==> src/rtl/reaction_pkg.sv <==
// Shared definitions for the reaction-timer trigger stage: FSM encoding, LFSR constants and
// the elaboration-time parameter legality check.
package reaction_pkg;

  typedef enum logic [2:0] {
    StIdle,
    StWait,
    StRun,
    StDone,
    StFault
  } state_e;

  localparam int unsigned LfsrW = 14;
  // Feedback taps 14,5,3,1 expressed as bit positions 13,4,2,0.
  localparam logic [LfsrW-1:0] LfsrTaps = 14'h2015;
  localparam logic [LfsrW-1:0] LfsrSeed = 14'h0001;

  // The largest delay must fit in the counter, and the random part cannot exceed the LFSR.
  function automatic bit params_legal(input int unsigned delay_w, input int unsigned min_delay,
                                      input int unsigned rand_bits);
    longint max_delay;
    longint limit;
    max_delay = longint'(min_delay) + (longint'(1) << rand_bits) - 1;
    limit     = longint'(1) << delay_w;
    return (rand_bits <= LfsrW) && (rand_bits >= 1) && (max_delay < limit);
  endfunction

endpackage

==> src/rtl/lfsr14.sv <==
// Free-running 14-bit maximal-length Fibonacci LFSR; steps every cycle, seeded on reset.
module lfsr14
  import reaction_pkg::*;
(
  input  logic             clock,
  input  logic             reset,
  output logic [LfsrW-1:0] q
);

  logic [LfsrW-1:0] q_q;
  logic [LfsrW-1:0] q_d;

  always_comb begin
    q_d = {q_q[LfsrW-2:0], ^(q_q & LfsrTaps)};
  end

  always_ff @(posedge clock) begin
    if (reset) begin
      q_q <= LfsrSeed;
    end else begin
      q_q <= q_d;
    end
  end

  assign q = q_q;

endmodule

==> src/rtl/reaction_trigger.sv <==
// Stimulus/trigger stage: random pre-stimulus delay, start/stop pulses for the elapsed-time
// counter, and false-start detection.
module reaction_trigger
  import reaction_pkg::*;
#(
  parameter int unsigned DELAY_W   = 12,
  parameter int unsigned MIN_DELAY = 500,
  parameter int unsigned RAND_BITS = 11
) (
  input  logic               clock,
  input  logic               reset,
  input  logic               tick,
  input  logic               arm,
  input  logic               react,
  output logic               start,
  output logic               stop,
  output logic               led_on,
  output logic               busy,
  output logic               fault,
  output logic [DELAY_W-1:0] delay_ticks
);

  if (!params_legal(DELAY_W, MIN_DELAY, RAND_BITS)) begin : g_param_check
    $error("reaction_trigger: illegal DELAY_W / MIN_DELAY / RAND_BITS combination");
  end

  logic [LfsrW-1:0] lfsr;
  logic             unused_lfsr;

  lfsr14 u_lfsr (
    .clock(clock),
    .reset(reset),
    .q    (lfsr)
  );

  assign unused_lfsr = ^lfsr;

  state_e             state_q, state_d;
  logic               arm_q, react_q;
  logic [DELAY_W-1:0] cnt_q, cnt_d;
  logic [DELAY_W-1:0] delay_q, delay_d;
  logic               start_q, start_d;
  logic               stop_q, stop_d;
  logic               led_q, led_d;
  logic               busy_q, busy_d;
  logic               fault_q, fault_d;
  logic               arm_rise, react_rise;
  logic [DELAY_W-1:0] new_delay;

  assign arm_rise   = arm & ~arm_q;
  assign react_rise = react & ~react_q;
  assign new_delay  = DELAY_W'(MIN_DELAY) + DELAY_W'(lfsr[RAND_BITS-1:0]);

  always_comb begin
    state_d = state_q;
    cnt_d   = cnt_q;
    delay_d = delay_q;
    start_d = 1'b0;
    stop_d  = 1'b0;
    led_d   = led_q;
    fault_d = fault_q;
    unique case (state_q)
      StIdle, StDone, StFault: begin
        // Arm wins over a simultaneous react rise here.
        if (arm_rise) begin
          cnt_d   = new_delay;
          delay_d = new_delay;
          fault_d = 1'b0;
          state_d = StWait;
        end
      end
      StWait: begin
        if (react_rise) begin
          fault_d = 1'b1;
          state_d = StFault;
        end else if (tick) begin
          if (cnt_q <= DELAY_W'(1)) begin
            cnt_d   = '0;
            start_d = 1'b1;
            led_d   = 1'b1;
            state_d = StRun;
          end else begin
            cnt_d = cnt_q - DELAY_W'(1);
          end
        end
      end
      StRun: begin
        if (react_rise) begin
          stop_d  = 1'b1;
          led_d   = 1'b0;
          state_d = StDone;
        end
      end
      default: state_d = StIdle;
    endcase
    busy_d = (state_d == StWait) || (state_d == StRun);
  end

  always_ff @(posedge clock) begin
    if (reset) begin
      state_q <= StIdle;
      // Reset high so a key held through reset is not seen as a press.
      arm_q   <= 1'b1;
      react_q <= 1'b1;
      cnt_q   <= '0;
      delay_q <= '0;
      start_q <= 1'b0;
      stop_q  <= 1'b0;
      led_q   <= 1'b0;
      busy_q  <= 1'b0;
      fault_q <= 1'b0;
    end else begin
      state_q <= state_d;
      arm_q   <= arm;
      react_q <= react;
      cnt_q   <= cnt_d;
      delay_q <= delay_d;
      start_q <= start_d;
      stop_q  <= stop_d;
      led_q   <= led_d;
      busy_q  <= busy_d;
      fault_q <= fault_d;
    end
  end

  assign start       = start_q;
  assign stop        = stop_q;
  assign led_on      = led_q;
  assign busy        = busy_q;
  assign fault       = fault_q;
  assign delay_ticks = delay_q;

endmodule

==> config.mk <==
export PLATFORM = sky130hd
export DESIGN_NAME = reaction_trigger
export DESIGN_NICKNAME = d
export VERILOG_FILES = /design/src/rtl/reaction_pkg.sv /design/src/rtl/lfsr14.sv /design/src/rtl/reaction_trigger.sv
export SDC_FILE = /design/constraint.sdc
export NUM_CORES = 1
export LEC_CHECK = 0
export CAP_MARGIN = 25
export CORE_ASPECT_RATIO = 1.75
export CORE_MARGIN = 2
export CORE_UTILIZATION = 50
export DETAILED_ROUTE_END_ITERATION = 16
export GPL_TIMING_DRIVEN = 1
export PLACE_DENSITY_LB_ADDON = 0.15
export RECOVER_POWER = 25
export SKIP_LAST_GASP = 1
export SLEW_MARGIN = 20
export SYNTH_ARGS = -nofsm -noshare
export SYNTH_HDL_FRONTEND = slang
export SYNTH_SLANG_ARGS = --single-unit
==> constraint.sdc <==
create_clock -name clock -period 4.7 [get_ports clock]
set_input_delay 0.47 -clock clock [delete_from_list [all_inputs] [get_ports clock]]
set_output_delay 0.47 -clock clock [all_outputs]
set_load 0.01 [all_outputs]
==> key figures, run 1 <==
CTS
  – Clk_lat worst skew: about 0.29 ns
  – CTS tree: yes
  – CTS Buffer Depth: 2
  – Cts repair resizes: 0
  – Worst-path clk slew: 0.08 ns
  – Total CTS buffers: 5
  – # H-tree levels: 2
  – Clk sinks: 48
  – Postcts setup bufs: 0
  – Root Driver: clkbuf_8
  – Post-CTS Hold Buffers: 0

Route
  – Drt total wl: 4830 microns
  – Detailed-route wire length per cell: 14.8 microns
  – Vias: 1898
  – Vias per cell: 5.82
  – Antenna-violating nets left: 0
  – Iter 0 DRT Violations: 52
  – 1st-pass router iterations: 4
  – # DRC: 0

Yosys
  – Syn Area/Cell: 8.62 sq um
  – Mapped Nets: 267
  – Mapped Area: 2230 sq um
  – Synthesized flop and latch total: 48
  – Cell variety after synth: 48
  – Seq/Total Area, Yosys: 0.430
  – Synth Instances: approximately 260
  – Synth warn: 0

Run status
  – Status: completed

Global route
  – Gr ovfl total: 0
  – First-pass GRT wire length: 8070 microns
  – GRT Util Overall: 0.215
  – Initial antenna violation count: 0
  – Largest net degree at the start of global routing: 27
  – Number of global-route vias before repair: 1766

Floorplanning
  – Die ar.: 5040 sq um
  – Die span in x: 54.5 microns
  – DIE HEIGHT: 92.4 microns
  – # rows: 32
  – Initial Utilization: 0.511
  – Ports: 22
  – CORE AREA: 4360 sq um

Setup path
  – Worst Path Buf+Inv: 2
  – WP data arrival: 3.11 ns
  – Crit path launch type: input pin
  – Critical-path cell list: dlygate4sd3_1, nand2b_1, a21oi_1, clkbuf_1, nor2_1, or4_1, o311ai_1
  – Type of destination of the critical path: register
  – CP required: 4.90 ns
  – Kind of critical path: input pin to register
  – Crit Path Max Fanout: 24
  – CP top delay family: buffers and inverters
  – Max incr delay on CP: 0.81 ns
  – CP max stage cell: clkbuf_1

Place
  – Placed cell area: 2460 sq um
  – RePlAce Congestion: 0.890
  – Port-buffer cells: 21
  – Detailed placer's ending HPWL: 3470 microns

Timing
  – Max-slew violations: 0
  – Setup TNS: 0 ns
  – Worst-margin pin slew: 1.07 ns
  – Relative slew margins: 0.287
  – Finish-stage setup viols: 0
  – Final Hold Violating Endpoints: 0
  – RSZ-0062 raised after global routing: no
  – Tmin final: 2.91 ns
  – Post-route clock skew: 0.00233 ns
  – Period Utilization, post-route: 0.619
  – FMAX: around 340 MHz

Worst hold path
  – Worst Hold Class: register to register

Power and ir drop
  – Cell Pwr Density: 345 nW/um^2
  – Max VDD drop: approximately 240 uV
  – Pleak: 0.913 nW

Layout
  – Inserted Diodes: 0
  – Share of layout cells above drive strength 1: 0.0618
  – Final net count: 283
  – Post-route cell area: 2540 sq um
  – P&R area growth vs syn: 13.7%

Run
  – Max Cap Viol: 0
-- worst paths after layout --
| path | from | cells past startpoint | slack (ns) | end |
|---|---|---|---|---|
| worst min-delay path | u_lfsr.q[11] | 1 | 0.46 | u_lfsr.q[12] |
| worst max-delay path | arm | 7 | 1.79 | cnt_q[10] |
| worst max register to register | state_q[0] | 6 | 1.94 | cnt_q[10] |
| worst min register to register | u_lfsr.q[11] | 1 | 0.46 | u_lfsr.q[12] |
-- cell type report --
class	instances	area, sq um
Tap cell	51	63.8
Timing Repair Buffer	25	236
Fill cell	428	1830
Clock buffer	5	68.8
Clock inverter	2	12.5
Multi-Input combinational cell	190	1180
Sequential cell	48	961
Inverter	5	18.8
-- power by group --
part           internal, W  switching (W)  leakage, nW
logic            0.0000815       0.000109        0.482
registers         0.000427      0.0000222        0.391
clock network     0.000101       0.000133       0.0400
total             0.000610       0.000265        0.913
-- placed cells by master, fill, tap and decap left out, drive strengths merged, types with 7 or more instances in the layout --
master,count
a211oi,10
a21oi,16
clkdlybuf4s50,11
dfxtp,48
dlygate4sd3,10
mux2i,7
nand2,16
nor2,27
nor2b,17
nor3,17
o21ai,13
-- synth_stat cells, drive strengths merged --
cell type	n	area, sq um
a22oi	1	7.51
a21oi	16	80.1
o22ai	2	12.5
o21bai	1	7.51
o31ai	1	7.51
and3	1	6.26
nor4	6	43.8
buf	6	38.8
or2b	1	7.51
inv	5	18.8
o41ai	1	8.76
o32ai	1	8.76
a311oi	1	8.76
mux2i	7	70.1
nand4b	1	8.76
o311a	1	10.0
a221oi	1	8.76
nor3	17	85.1
a31oi	1	6.26
a2111oi	2	17.5
nor3b	2	15.0
o21ai	13	65.1
o32a	1	10.0
nand3b	2	15.0
dfxtp	48	961
a211o	1	8.76
or4	6	45.0
nand2	16	60.1
nor2b	17	106
nand3	1	5.00
a211oi	10	75.1
or2	5	31.3
o311ai	1	8.76
ha	3	37.5
nor4b	1	8.76
nand2b	5	31.3
or3b	2	17.5
xor2	3	26.3
xnor2	6	52.6
a21o	2	15.0
nor2	27	101
clkbuf	10	37.5
or3	4	35.0
-- routing by layer --
layer / track usage / share of wire / routed length [microns]
met2: 0.369 / 0.53 / 2580
met4: 0.0750 / 0.013 / 65
met3: 0.0339 / 0.032 / 155
met1: 0.259 / 0.42 / 2030
met5: 0 / 0 / 0
-- state kept, by name (all words and copies together), names as in the netlist --
name	count
busy	1
arm_q	1
cnt_q	12
state_q	3
start	1
led_on	1
react_q	1
u_lfsr.q	14
delay_ticks	12
stop	1
fault	1
-- stage by stage --
| step | hold WS [ns] | cells | power (W) | utilization | setup WS [ns] |
|---|---|---|---|---|---|
| global placement | 0.429 | 319 | 0.000651 | 0.565 | 2.33 |
| floorplan | 0.414 | 259 | 0.000596 | - | 2.75 |
| CTS | 0.460 | 326 | 0.000883 | 0.583 | 2.42 |
| finish | 0.457 | 326 | 0.000874 | 0.581 | 1.79 |
| detailed placement | 0.426 | 319 | 0.000650 | 0.565 | 2.32 |
| global route | 0.467 | 326 | 0.000921 | 0.581 | 1.54 |
-- kinds of logic after synthesis --
family / count (synthesis) / synth area share
xor gates and xnor gates: 9 / 0.0353
and+or+nand+nor: 114 / 0.279
DFF: 48 / 0.430
buffers and inverters: 21 / 0.0426
AOI/OAI and AO/OA: 57 / 0.164
adders and majority gates: 3 / 0.0168
muxes: 7 / 0.0314
(Power assumes the default switching activity.)
==> inputs of run 2 (changes only) <==
- clock period: 4.7 -> 2.6 ns (I/O delays scaled with it)
==> run 2 against run 1 <==
Sequential cell count unchanged; largest cell class unchanged; clock power rose to 2.5 times the previous value; sequential share of layout area down 1.1 points; clock skew up 0.0026 ns; largest power group unchanged; critical path type is now register to register.
==> key figures, run 2 (synthesis gave the netlist of run 1 again) <==
Layout
  – P&R area growth vs syn: 17.2%
  – Share of layout cells above drive strength 1: 0.0783
  – Final net count: 288
  – Commonest non-fill, non-tap cell in the layout: dfxtp_1
  – Fillers: 403
  – Largest register FFs: 14
  – Most frequent cells in the layout: 48 x dfxtp_1, 27 x nor2_1, 20 x clkdlybuf4s50_1
  – Inserted Diodes: 0

Timing
  – FMAX: approximately 470 MHz
  – Tmin final: 2.14 ns
  – Setup TNS: 0 ns
  – Fin Hold WS: roughly 0.45 ns
  – Period Utilization, post-route: 0.822
  – RSZ-0062 raised after global routing: no
  – Worst-margin pin slew: 0.796 ns
  – Final Hold Violating Endpoints: 0
  – Finish-stage setup viols: 0
  – Post-route clock skew: 0.00492 ns
  – Max-slew violations: 0
  – Relative slew margins: 0.469

Floorplanning
  – Die ar.: 5040 sq um
  – DIE HEIGHT: a little over 90 microns
  – CORE AREA: approximately 4400 sq um
  – Ports: 22
  – Initial Utilization: 0.511
  – # rows: 32
  – Die span in x: 54.5 microns

CTS
  – CTS tree: yes
  – Postcts setup bufs: 0
  – Root Driver: clkbuf_8
  – Total CTS buffers: 5
  – Post-CTS Hold Buffers: 0
  – Clk sinks: 48
  – Worst-path clk slew: 0.09 ns
  – Clk_lat worst skew: roughly 0.3 ns
  – Cts repair resizes: 0
  – # H-tree levels: 2
  – CTS Buffer Depth: 2

Power and ir drop
  – Pleak: 0.928 nW
  – Cell Pwr Density: 672 nW/um^2
  – Max VDD drop: around 500 uV

Route
  – Iter 0 DRT Violations: 34
  – Vias: around 2000
  – Vias per cell: 5.91
  – Detailed-route wire length per cell: 15.6 microns
  – Drt total wl: 5170 microns
  – # DRC: 0
  – 1st-pass router iterations: 4
  – Antenna-violating nets left: 0

Setup path
  – Critical-path cell list: inv_1, ha_1, or3b_1, or3_4, or4_1, o311ai_1
  – Setup crit start: cnt_q[0]
  – Kind of critical path: register to register
  – CP max stage cell: or3b_1
  – Beginning of the worst register-to-register path: cnt_q[0]
  – Worst Path Buf+Inv: 1
  – Crit path launch type: register
  – CP top delay family: simple AND/OR/NAND/NOR gates
  – Max incr delay on CP: 0.47 ns
  – R2r setup slk: about 0.46 ns
  – Type of destination of the critical path: register
  – Reg-to-Reg End: cnt_q[10]
  – WP data arrival: about 2.4 ns
  – Worst Reg-to-Reg Cells: 6
  – Crit Path Max Fanout: 6
  – CP required: 2.81 ns

Worst hold path
  – Hold path endpoint: u_lfsr.q[13]
  – Hold Path Origin: u_lfsr.q[12]
  – Hold depth: 1
  – Worst Hold Class: register to register

Global route
  – Largest net degree at the start of global routing: 19
  – Number of global-route vias before repair: 1847
  – Gr ovfl total: 0
  – First-pass GRT wire length: between 8000 and 9000 microns
  – GRT Util Overall: 0.228
  – Initial antenna violation count: 0

Run
  – Max Cap Viol: 0

Place
  – Port-buffer cells: 21
  – Detailed placer's ending HPWL: 3720 microns
  – RePlAce Congestion: between 0.8 and 0.9

Run status
  – Status: completed
-- run 2: worst reg2reg max path: cells and delay by family, from the launching register on --
| kind | cells | cell delay (ns) |
|---|---|---|
| adders and majority gates | 1 | 0.20 |
| DFF | 1 | 0.36 |
| and+or+nand+nor | 3 | 1.31 |
| AOI/OAI and AO/OA | 1 | 0.08 |
| buffers and inverters | 1 | 0.11 |
-- run 2: stage by stage --
step                cells  instance area [sq um]  worst slack, ns  total power [W]  utilization
floorplan             259                   2230            0.646          0.00108            -
global placement      324                   2500            0.522          0.00118        0.573
detailed placement    324                   2500            0.501          0.00118        0.573
CTS                   332                   2630            0.478          0.00177        0.602
global route          332                   2620            0.351          0.00184        0.599
finish                332                   2620            0.463          0.00176        0.599
-- run 2: worst max path at each step --
stage / endpoint / slack, ns / depth (start not counted)
global placement: cnt_q[10] / 0.52 / 6
finish: cnt_q[10] / 0.46 / 6
detailed placement: cnt_q[10] / 0.50 / 6
global route: cnt_q[0] / 0.35 / 8
floorplan: cnt_q[10] / 0.65 / 6
CTS: cnt_q[10] / 0.48 / 6
-- run 2: layout make-up --
class                           instances  area, sq um  share of cell area
Timing Repair Buffer                   30          267               0.102
Inverter                                5         18.8             0.00717
Tap cell                               51         63.8              0.0244
Sequential cell                        48          961               0.367
Clock buffer                            7         96.3              0.0368
Multi-Input combinational cell        190         1180               0.451
Clock inverter                          1         30.0              0.0115
-- run 2: where the power goes --
| part | internal [W] | switching [W] | total, W | leakage, nW |
|---|---|---|---|---|
| clock | 0.000339 | 0.000247 | 0.000586 | 0.0645 |
| combinational | 0.000154 | 0.000207 | 0.000360 | 0.473 |
| sequential | 0.000772 | 0.0000399 | 0.000812 | 0.391 |
-- run 2: layer usage --
layer  track usage  wire length (microns)  up-vias
met4         0.106                    156        0
li1              -                      -      966
met1         0.271                   2070      919
met2         0.380                   2700       65
met5             0                      0        -
met3        0.0387                    236       13
